## src/rtl/button_debouncer.sv

```systemverilog
`default_nettype none
// ============================================================================
//  Module      : button_debouncer
//  Description : Conditions one raw asynchronous input, such as a pushbutton
//                or switch. The input is synchronised through two flops. A
//                new level is accepted only after STABLE_CYCLES consecutive
//                synchronised samples agree. The block drives a clean level
//                (y), one-cycle rise/fall strobes and a wrapping count of
//                accepted presses.
//  Ports       : clk          - clock; all state changes on the rising edge
//                rst          - synchronous active-high reset
//                a            - raw asynchronous input
//                y            - debounced level (registered)
//                rise         - one-cycle strobe on the first cycle y==1
//                fall         - one-cycle strobe on the first cycle y==0
//                press_count  - accepted rising transitions, wraps
//  Revision    : 1.0 - initial release
// ============================================================================
module button_debouncer #(
    parameter int STABLE_CYCLES = 4,
    parameter int CNT_WIDTH     = 3,
    parameter int COUNT_WIDTH   = 8
) (
    input  logic                   clk,
    input  logic                   rst,
    input  logic                   a,
    output logic                   y,
    output logic                   rise,
    output logic                   fall,
    output logic [COUNT_WIDTH-1:0] press_count
);

    localparam logic [1:0] c_ST_LOW      = 2'd0;
    localparam logic [1:0] c_ST_CHK_HIGH = 2'd1;
    localparam logic [1:0] c_ST_HIGH     = 2'd2;
    localparam logic [1:0] c_ST_CHK_LOW  = 2'd3;

    // The final qualifying sample arrives while the counter holds this value.
    // The transition into CHK_* has already counted the first sample.
    localparam logic [CNT_WIDTH-1:0] c_CNT_LAST = CNT_WIDTH'(STABLE_CYCLES - 1);
    localparam logic [CNT_WIDTH-1:0] c_CNT_ONE  = CNT_WIDTH'(1);

    logic                   r_s1;
    logic                   r_s2;
    logic [1:0]             r_state;
    logic [CNT_WIDTH-1:0]   r_cnt;
    logic                   r_y;
    logic                   r_rise;
    logic                   r_fall;
    logic [COUNT_WIDTH-1:0] r_press_count;

    // Two-flop synchroniser. Only r_s2 feeds the state machine.
    always_ff @(posedge clk) begin
        if (rst) begin
            r_s1 <= 1'b0;
            r_s2 <= 1'b0;
        end else begin
            r_s1 <= a;
            r_s2 <= r_s1;
        end
    end

    always_ff @(posedge clk) begin
        if (rst) begin
            r_state       <= c_ST_LOW;
            r_cnt         <= '0;
            r_y           <= 1'b0;
            r_rise        <= 1'b0;
            r_fall        <= 1'b0;
            r_press_count <= '0;
        end else begin
            // Strobes are high for a single cycle only.
            r_rise <= 1'b0;
            r_fall <= 1'b0;
            case (r_state)
                c_ST_LOW: begin
                    if (r_s2) begin
                        r_state <= c_ST_CHK_HIGH;
                        r_cnt   <= c_CNT_ONE;
                    end else begin
                        r_cnt   <= '0;
                    end
                end
                c_ST_CHK_HIGH: begin
                    if (!r_s2) begin
                        // The old level reappeared: treat it as a glitch and restart.
                        r_state <= c_ST_LOW;
                        r_cnt   <= '0;
                    end else if (r_cnt == c_CNT_LAST) begin
                        r_state       <= c_ST_HIGH;
                        r_cnt         <= '0;
                        r_y           <= 1'b1;
                        r_rise        <= 1'b1;
                        r_press_count <= r_press_count + 1'b1;
                    end else begin
                        r_cnt <= r_cnt + 1'b1;
                    end
                end
                c_ST_HIGH: begin
                    if (!r_s2) begin
                        r_state <= c_ST_CHK_LOW;
                        r_cnt   <= c_CNT_ONE;
                    end else begin
                        r_cnt   <= '0;
                    end
                end
                c_ST_CHK_LOW: begin
                    if (r_s2) begin
                        r_state <= c_ST_HIGH;
                        r_cnt   <= '0;
                    end else if (r_cnt == c_CNT_LAST) begin
                        r_state <= c_ST_LOW;
                        r_cnt   <= '0;
                        r_y     <= 1'b0;
                        r_fall  <= 1'b1;
                    end else begin
                        r_cnt <= r_cnt + 1'b1;
                    end
                end
                default: begin
                    r_state <= c_ST_LOW;
                    r_cnt   <= '0;
                    r_y     <= 1'b0;
                end
            endcase
        end
    end

    assign y           = r_y;
    assign rise        = r_rise;
    assign fall        = r_fall;
    assign press_count = r_press_count;

endmodule
`default_nettype wire

```

## config.mk

```make
export PLATFORM = sky130hd
export DESIGN_NAME = button_debouncer
export DESIGN_NICKNAME = d
export VERILOG_FILES = /design/src/rtl/button_debouncer.sv
export SDC_FILE = /design/constraint.sdc
export NUM_CORES = 1
export LEC_CHECK = 0
export ABC_CLOCK_PERIOD_IN_PS = 1630
export BUFFER_PORTS_ARGS = -buffer_cell sky130_fd_sc_hd__buf_2
export CAP_MARGIN = 0
export CORE_MARGIN = 4
export CORE_UTILIZATION = 47
export CTS_CLUSTER_DIAMETER = 200
export DETAILED_ROUTE_END_ITERATION = 12
export PLACE_DENSITY = 0.71
export SYNTH_ARGS = -nofsm -noshare
export SYNTH_HDL_FRONTEND = slang
export SYNTH_SLANG_ARGS = --single-unit
```

## constraint.sdc

```tcl
create_clock -name clk -period 1.63 [get_ports clk]
set_clock_uncertainty 0.05 [all_clocks]
set_input_delay 0.2445 -clock clk [delete_from_list [all_inputs] [get_ports clk]]
set_output_delay 0.2445 -clock clk [all_outputs]
set_load 0.05 [all_outputs]
```

==> results of run 1 <==
## routing by layer
metal / GRT usage (%) / wire length (um) / vias up
met3: 5.72 / 86 / 2
met1: 15.6 / 714 / 304
li1: - / - / 323
met4: 4.61 / 10 / 0
met5: 0 / 0 / -
met2: 20.7 / 760 / 19
## report_power, final
group          internal [mW]  total [mW]  switching (mW)
registers              0.447       0.453         0.00527
clock network          0.136       0.272           0.136
logic                 0.0157      0.0490          0.0333
total                  0.599       0.773           0.174
## repair_timing
item / 4_1_cts / 5_1_grt
endpoints found under the setup margin: 1 / 5
hold buffers: 0 / 0
resized for setup: 1 / 4
## through the flow
stage / instance area (um2) / total power [mW]
CTS: 960 / 0.783
finish: 983 / 0.773
global placement: 917 / 0.510
floorplan: 822 / 0.499
detailed placement: 917 / 0.512
global route: 983 / 0.810
## area by class of cell
cell class              count  area (um2)
clock buffers               4        36.3
multi-input cells          56         444
repair buffers             18         103
inverters                   4        15.0
fillers                   142         593
well taps                  16        20.0
flip-flops and latches     18         365
## cell usage in the layout (no fill, tap or decap), types with 2 or more instances in the layout
master and count:
a21oi_1 6, buf_2 13, buf_4 5, clkbuf_4 3, dfxtp_1 14, dfxtp_2 4, inv_1 4, mux2_2 3
nand2_1 4, nand3_1 2, nor2_1 5, nor2b_1 8, nor4_2 2, nor4_4 2, o21ai_0 4, o31ai_1 3
## worst max path at each step
| stage | from | endpoint | slack [ns] | cells past startpoint |
|---|---|---|---|---|
| floorplan | press_count[4] | press_count[5] | 0.08 | 3 |
| global placement | r_cnt[0] | press_count[7] | 0.06 | 4 |
| detailed placement | r_cnt[0] | press_count[7] | 0.02 | 4 |
| CTS | r_cnt[0] | press_count[7] | 0.005 | 4 |
| global route | r_cnt[0] | press_count[5] | -0.07 | 4 |
| finish | r_cnt[0] | press_count[7] | 0.06 | 4 |
## logic make-up (layout without fill, tap and decap cells)
group                    after synthesis  count (layout)
multiplexers                           4               4
buffers and inverters                  8              26
flip-flops                            18              18
AO/OA/AOI/OAI                         14              14
AND/OR/NAND/NOR                       35              35
adder cells (fa/ha/maj)                2               2
XOR/XNOR                               1               1
## state kept, by name, summed over array words and instances, names as in the netlist, named ones only
signal       cells
fall             1
press_count      8
r_cnt            3
r_s1             1
r_s2             1
r_state          1
rise             1
y                1
## worst max-delay path: stages (launching register included)
cell and delay, ns:
dfxtp_1 0.35, ha_2 0.23, nand3b_4 0.17, nor4_4 0.31, mux2_2 0.36
==> impl_results.md, run 1 <==
* Fin crit share at just under 100%
* DP HPWL at 1.01 mm
* Dpl cells at 112
* Clock Latency Late Sink at 0.29 ns
* Post-synthesis mux area share at about 5.5%
* Starting DRC count in detailed routing at 17
* Setup Total Neg Slack at 0 ns
* TritonCTS buffer count at 3
* Final min period at 1.57 ns
* CTS tree: yes
* VDD IR max at 0.682 mV
* R2r endpoint: press_count[7]
* Final core occ at roughly 62%
* Synth top area share at between 40 and 50%
* Pre-Repair DR Iteration Count at 4
* Core outline area at 1580 um2
* Max Clock Freq at ~0.64 GHz
* Kind of critical path: flop to flop
* Largest net degree at the start of global routing at 22
* Worst r2r path cells at 4
* Synth cell count leaders: dfxtp_1, nor2b_1, a21oi_1
* Hold Path End: r_s1
* Ports at 14
* CTS Buffer Depth at 2
* Reg2Reg Launch Point: r_cnt[0]
* Die Height at 49.7 um
* Hold_ws at 0.112 ns
* Hold Fails Final Rpt at 0
* Seq cells post-synth at 18
* # nets final at 106
* TritonCTS Sinks at 18
* Final ANT Viol Nets at 0
* Port Buffer Count at 13
* Initial antenna violation count at 0
* Number of diodes at 0
* Area growth syn-to-layout at 20.4%
* Most common cell in the synthesized netlist: dfxtp_1
* Largest family of logic cells by synthesized area: simple AND/OR/NAND/NOR gates
* CP Launch Type: flop
* Number of synthesized flops with an enable pin at 0
* Row cnt at 14
* Mapped cell area at 817 um2
* Slew Limit Fails at 0
* Mapped Avg Cell Area at 9.96 um2
* Fin cells at 116
* Post-Syn Nets at 87
* Vias in the first global route at 570
* Setup crit end kind: flop
* DP Worst Slack at 0.0220 ns
* Via count at 648
* Total congestion overflow at 0
* Worst-Margin Slew at 0.377 ns
* Hold path cells at 2
* Status: completed
* Synth Flop Type: dfxtp_1
* Gr usage total at 13.1%
* HP Start: a
* Clock Pin Slew Worst Setup and Hold Paths at 0.09 ns
* Slew headroom at 74.9%
* Drt total wl at 1.57 mm
* Post-Syn Instances at 82
* Static Leak at 0.487 nW
* CP arrival at around 1.7 ns
* Asr flop ratio synth at 0%
* Share of cells above drive strength 1 at a little under two fifths
* Worst reg2reg setup slack at between 0.06 and 0.07 ns
* Post-Synth Adder-Cell Area at under 10%
* Wire per inst at 13.5 um
* Setup ws final at 0.0648 ns
* Sequential fraction of the synthesis area at 44.1%
* GPL Wtd Cong at 0.761
* Worst EP required at 1.76 ns
* Worst hold path type: input pin to flop
* Setup Buffers After CTS at 0
* Max-cap violations at 0
* Root Buffer: clkbuf_4
* Die extent in x at 49.7 um
* Netlist cell types at 32
* CTS H-Tree Depth at 1
* Post-synthesis simple-gate area fraction at 31.2%
* Final setup fails at 0
* First-pass GRT wire length at about 2.5 mm
* Worst Path Max Fanout at 8
* Synth area leaders: dfxtp_1, nor2b_1, mux2_2, a21oi_1, ha_1
* PD cells at 786 nW/um2
* Cell taking the most area after synthesis: dfxtp_1
* Synth Area in Compound Gates at 9.80%
* Drt drc at 0
* Synth warn at 0
* Initial Utilization at 51.8%
* Xor/xnor share of the synthesized area at 1.07%
* Post-DR vias/cell at 5.59
* Die Area at 2470 um2
(Power assumes the default switching activity.)
==> run 2: changes to the inputs <==
--- a/config.mk
+++ b/config.mk
@@ -6,12 +6,12 @@
 export NUM_CORES = 1
 export LEC_CHECK = 0
 export ABC_CLOCK_PERIOD_IN_PS = 1630
-export BUFFER_PORTS_ARGS = -buffer_cell sky130_fd_sc_hd__buf_2
 export CAP_MARGIN = 0
 export CORE_MARGIN = 4
-export CORE_UTILIZATION = 47
+export CORE_UTILIZATION = 53
 export CTS_CLUSTER_DIAMETER = 200
 export DETAILED_ROUTE_END_ITERATION = 12
+export DONT_BUFFER_PORTS = 1
 export PLACE_DENSITY = 0.71
 export SYNTH_ARGS = -nofsm -noshare
 export SYNTH_HDL_FRONTEND = slang
==> run 2 against run 1 <==
Against the previous run:
- utilization grew 7.4 points
- combinational power increased by 1%
- worst setup slack gained 0.0059 ns
- clock power is essentially flat
- via count is 2.0% lower
- routed wire length down 2.1%
- maximum frequency grew 0.38%
- global-route usage is 4.1 points higher
- critical path type unchanged
- critical endpoint is now press_count[3]
==> impl_results.md, run 2 (synthesis results as in run 1) <==
* Total congestion overflow at 0 (unchanged)
* Max-cap violations at 0 (unchanged)
* Worst hold path type: input pin to flop
* TritonCTS buffer count at 3 (unchanged)
* Final min period at 1.56 ns (-0.00587 ns)
* Crit path capture: press_count[3]
* Pre-Repair DR Iteration Count at 4 (unchanged)
* Initial antenna violation count at 0 (unchanged)
* Slew Limit Fails at 0 (unchanged)
* RSZ-0062 raised after global routing: true
* # nets final at 103 (-2.8%)
* CTS H-Tree Depth at 1 (unchanged)
* PD cells at 800 nW/um2 (+1.7%)
* Worst EP required at 1.77 ns (about the same)
* Status: completed
* Max reg flops at 8 (unchanged)
* Gr usage total at 17.2% (+4.1 points)
* Drt drc at 0 (unchanged)
* Number of diodes at 0 (unchanged)
* R2r endpoint: press_count[3]
* CP arrival at 1.70 ns (about the same)
* Final core occ at 69.8% (+7.4 points)
* VDD IR max at 0.445 mV (-35%)
* Largest net degree at the start of global routing at 12 (-45%)
* CP Launch Type: flop
* Worst reg2reg setup slack at 0.07 ns (about the same)
* Wire per inst at 13.7 um (+1.4%)
* First-pass GRT wire length at 2.62 mm (+5.0%)
* Starting DRC count in detailed routing at 8 (-9)
* Clock Latency Late Sink at 0.29 ns (about the same)
* Most frequent cells in the layout: dfxtp_1, buf_4, nor2b_1
* Ports at 14 (unchanged)
* Setup Total Neg Slack at 0 ns (unchanged)
* Die Height at 47.3 um (-4.9%)
* Final setup fails at 0 (unchanged)
* Die Area at 2230 um2 (-9.6%)
* Drt total wl at 1.54 mm (-2.1%)
* Post-DR vias/cell at 5.67 (+1.5%)
* Die extent in x at 47.3 um (-4.9%)
* Core outline area at 1380 um2 (-12%)
* Setup crit end kind: flop
* Via count at 635 (-2.0%)
* Final ANT Viol Nets at 0 (unchanged)
* Port Buffer Count at 0 (-13)
* CTS tree: yes
* Fill cell count at 122 (-14%)
* Share of cells above drive strength 1 at 30.9% (-7.1 points)
* Reg2Reg Launch Point: r_cnt[0]
* Worst r2r path cells at 4 (unchanged)
* Hold Fails Final Rpt at 0 (unchanged)
* Clock Pin Slew Worst Setup and Hold Paths at 0.10 ns (about the same)
* Max Clock Freq at 0.641 GHz (+0.38%)
* Crit path from: r_cnt[0]
* Row cnt at 13 (-1)
* GPL Wtd Cong at 0.742 (-2.4%)
* Worst-Margin Slew at 0.473 ns (+0.0960 ns)
* DP HPWL at 1.11 mm (+10%)
* Slew headroom at 68.4% (-6.4 points)
* Worst Path Max Fanout at 9 (+1)
* Root Buffer: clkbuf_4
* CTS Buffer Depth at 2 (unchanged)
* TritonCTS Sinks at 18 (unchanged)
* Kind of critical path: flop to flop
* Static Leak at 0.459 nW (-5.9%)
* Area growth syn-to-layout at 18.1%
* Fin crit share at 95.7% (-0.36 points)
* Vias in the first global route at 648 (+14%)
* Initial Utilization at 59.1% (+7.3 points)
* Tot Pwr at 771 uW (-0.22%)
-- run 2: cell count changes in the layout (fill, tap and decap cells not counted), moves of 2 or more --
cell    change
nor4_2      -2
nor4_1      +3
buf_2      -13
buf_4       +9
-- run 2: worst min-delay path by stage --
stage	startpoint	end	cells past startpoint
floorplan	a	r_s1	1
global placement	rst	press_count[2]	1
detailed placement	rst	press_count[2]	1
CTS	a	r_s1	1
global route	a	r_s1	1
finish	a	r_s1	1
-- run 2: stage by stage --
step	std cells	setup slack [ns]	hold WS, ns	instance area (um2)
final	112	0.0706	0.0309	965
after detailed placement	107	0.0771	0.260	918
after global routing	112	-0.00699	0.0239	965
after CTS	112	0.0676	0.0206	965
after global placement	107	0.105	0.260	918
after floorplan	82	0.0761	0.323	822
-- run 2: per-layer routing --
metal,track usage (%),wire length [um],vias to the layer above
met5,0,0,-
met4,12.2,31,0
met3,5.36,81,4
met2,28.9,770,15
met1,17.8,655,296
li1,-,-,320
-- run 2: repair_timing --
| action | in CTS | in global routing |
|---|---|---|
| hold buffers | 1 | 0 |
| resized for setup | 0 | 0 |
| buffers inserted | 0 | 0 |
| setup endpoints to repair | 0 | 2 |
| endpoints found under the hold margin | 11 | 0 |
-- run 2: report_power, final --
part / switching (mW) / total (mW) / internal, mW
Sequential: 0.00397 / 0.451 / 0.447
Combinational: 0.0314 / 0.0497 / 0.0183
Clock: 0.134 / 0.271 / 0.136
-- run 2: layout make-up --
| type | count | area [um2] | share of cell area (%) |
|---|---|---|---|
| Timing Repair Buffer | 15 | 115 | 11.9 |
| Sequential cell | 18 | 365 | 37.9 |
| Inverter | 4 | 15.0 | 1.56 |
| Tap cell | 15 | 18.8 | 1.95 |
| Multi-Input combinational cell | 56 | 414 | 42.9 |
| Clock buffer | 4 | 36.3 | 3.76 |
-- run 2: critical path, stage by stage, from the launching register on --
cell and delay, ns:
dfxtp_1 0.34, ha_1 0.22, nand3b_4 0.15, nor4_1 0.33, mux2_2 0.37
==> run 3: changes to the inputs <==
==> config.mk (replaced) <==
export PLATFORM = sky130hd
export DESIGN_NAME = button_debouncer
export DESIGN_NICKNAME = d
export VERILOG_FILES = /design/src/rtl/button_debouncer.sv
export SDC_FILE = /design/constraint.sdc
export NUM_CORES = 1
export LEC_CHECK = 0
export ABC_CLOCK_PERIOD_IN_PS = 1510
export CAP_MARGIN = 0
export CORE_UTILIZATION = 55
export CTS_CLUSTER_DIAMETER = 200
export DETAILED_ROUTE_END_ITERATION = 12
export DONT_BUFFER_PORTS = 1
export PLACE_DENSITY = 0.7
export SYNTH_ARGS = -nofsm -noshare
export SYNTH_HDL_FRONTEND = slang
export SYNTH_SLANG_ARGS = --single-unit
==> constraint.sdc (replaced) <==
create_clock -name clk -period 1.51 [get_ports clk]
set_clock_uncertainty 0.05 [all_clocks]
set_input_delay 0.2265 -clock clk [delete_from_list [all_inputs] [get_ports clk]]
set_output_delay 0.2265 -clock clk [all_outputs]
set_load 0.05 [all_outputs]
==> run 3 against run 2 <==
Against the previous run:
- sequential share of layout area decreased by 1.1 points
- non-clock buffer count increased by 2
- die area decreased by 26%
- global-route usage increased by 3.1 points
- maximum frequency increased by 7.0%
- register-to-register slack got worse by 0.02 ns
- sequential cell count unchanged
- critical path type unchanged
- largest cell class unchanged
- largest power group unchanged
- highest routed layer unchanged
==> impl_results.md, run 3 (synthesis results as in run 1) <==
* PD cells at 765 nW/um2 (-4.4%)
* TritonCTS Sinks at 18 (unchanged)
* HP Start: a
* Clock share of power at 30.9% (-4.2 points)
* DP Worst Slack at -0.0214 ns (-0.0985 ns)
* TritonCTS buffer count at 3 (unchanged)
* Final core occ at 76.4% (+6.6 points)
* Hold_ws at 0.0114 ns (-0.0194 ns)
* Slew headroom at 68.6% (+0.17 points)
* Final min period at 1.46 ns (-0.103 ns)
* Drt drc at 0 (unchanged)
* Die Area at 1640 um2 (-26%)
* Via count at 638 (+0.47%)
* CP Launch Type: flop
* Worst r2r path cells at 4 (unchanged)
* Kind of critical path: flop to flop
* CTS tree: yes
* Sw Ratio at 23.6% (+1.5 points)
* CP max stage delay at 0.36 ns (about the same)
* Most common cell after layout, fill and taps aside: buf_4
* Share of cells above drive strength 1 at 38.4% (+7.5 points)
* Clock Pin Slew Worst Setup and Hold Paths at 0.11 ns (about the same)
* Static Leak at 0.476 nW (+3.7%)
* Most frequent cells in the layout: buf_4, dfxtp_1, nor2b_1
* CP arrival at 1.59 ns (-0.11 ns)
* Die Height at 40.5 um (-14%)
* Hold Path End: r_s1
* Total congestion overflow at 0 (unchanged)
* Design area at 1020 um2 (+5.6%)
* VDD IR max at 0.678 mV (+53%)
* Critical-path cell list: ha_4 > nand3b_4 > nor4_2 > mux2_2
* Row cnt at 13 (unchanged)
* Initial antenna violation count at 0 (unchanged)
* Number of diodes at 0 (unchanged)
* # nets final at 105 (+1.9%)
* Reg2Reg Launch Point: r_cnt[0]
* Initial Utilization at 61.3% (+2.2 points)
* Starting DRC count in detailed routing at 19 (+11)
* Setup ws final at 0.0532 ns (-0.0175 ns)
* Dpl cells at 108 (+0.93%)
* CP max stage cell: mux2_2
* Max Clock Freq at 0.686 GHz (+7.0%)
* Slew Limit Fails at 0 (unchanged)
* Pre-Repair DR Iteration Count at 4 (unchanged)
* Area after DPL at 932 um2 (+1.5%)
* Fin cells at 114 (+1.8%)
* Area growth syn-to-layout at 24.7%
* Final setup fails at 0 (unchanged)
* First-pass GRT wire length at 2.11 mm (-19%)
* Worst Path Max Fanout at 7 (-2)
* Max reg flops at 8 (unchanged)
* Hold Fails Final Rpt at 0 (unchanged)
* Status: completed
* Worst-Margin Slew at 0.470 ns (-0.00251 ns)
* Die extent in x at 40.5 um (-14%)
* Setup Total Neg Slack at 0 ns (unchanged)
* Gr usage total at 20.3% (+3.1 points)
* Max-cap violations at 0 (unchanged)
* Setup crit end kind: flop
* Hold path cells at 1 (unchanged)
* Wire per inst at 13.1 um (-4.9%)
* Vias in the first global route at 529 (-18%)
* Fin crit share at 96.5% (+0.81 points)
* Root Buffer: clkbuf_4
* Clock Latency Late Sink at 0.29 ns (about the same)
* Final ANT Viol Nets at 0 (unchanged)
* Largest net degree at the start of global routing at 12 (unchanged)
* Post-DR vias/cell at 5.60 (-1.3%)
* CTS Buffer Depth at 2 (unchanged)
* GPL Wtd Cong at 0.678 (-8.7%)
* Pint at 595 uW (-1.0%)
* Worst EP required at 1.64 ns (-0.13 ns)
* Tot Pwr at 779 uW (+0.93%)
* Combinational cell fraction of total power at 6.7% (+0.3 points)
* Core outline area at 1330 um2 (-3.5%)
* Drt total wl at 1.49 mm (-3.2%)
* Port Buffer Count at 0 (unchanged)
* Ports at 14 (unchanged)
* RSZ-0062 raised after global routing: true
* NetSw at 183 uW (+7.9%)
* Sequential Power Share at 62.4% (+3.9 points)
* CTS H-Tree Depth at 1 (unchanged)
* Worst hold path type: input pin to flop
* R2r endpoint: press_count[7]
* Worst reg2reg setup slack at 0.05 ns (-0.02 ns)
run 3: worst max-delay path by stage:
stage	cells past startpoint	endpoint	slack, ns	start
2_1_floorplan	5	press_count[6]	-0.0006	r_cnt[0]
3_3_place_gp	4	press_count[7]	-0.009	r_cnt[0]
3_5_place_dp	4	press_count[7]	-0.02	r_cnt[0]
4_1_cts	4	press_count[7]	-0.0006	r_cnt[0]
5_1_grt	4	press_count[7]	-0.01	r_cnt[0]
6_report	4	press_count[7]	0.05	r_cnt[0]
run 3: layout make-up:
| class | instances | area, um2 |
|---|---|---|
| clock buffer | 3 | 22.5 |
| clock inverter | 1 | 3.75 |
| fill | 104 | 315 |
| inverter | 4 | 15.0 |
| multi-input combinational | 56 | 454 |
| sequential | 18 | 374 |
| tap | 15 | 18.8 |
| timing repair buffer | 17 | 130 |
run 3: what timing repair did:
item                                    4_1_cts  5_1_grt
endpoints found under the hold margin        11        0
endpoints found under the setup margin        2        5
gates resized for setup                       3        5
buffers inserted                              0        1
pin swaps                                     0        1
hold buffers                                  1        0
run 3: worst max-delay path: cells and delay by family, from the launching register on:
| family | cells | cell delay, ns |
|---|---|---|
| muxes | 1 | 0.36 |
| and+or+nand+nor | 2 | 0.45 |
| DFF | 1 | 0.35 |
| adders and majority gates | 1 | 0.14 |
run 3: layer usage:
metal	wire [um]	track usage, %
met1	678	24.5
met3	54	3.33
met4	16	12.5
met5	0	0
met2	740	32.9
run 3: power groups by stage:
| stage | clock network [mW] | logic (mW) | registers [mW] |
|---|---|---|---|
| 4_1_cts | 0.246 | 0.0516 | 0.486 |
| 3_3_place_gp | 0 | 0.0441 | 0.496 |
| 6_report | 0.241 | 0.0524 | 0.486 |
| 3_5_place_dp | 0 | 0.0450 | 0.496 |
| 5_1_grt | 0.264 | 0.0569 | 0.487 |
| 2_1_floorplan | 0 | 0.0254 | 0.510 |
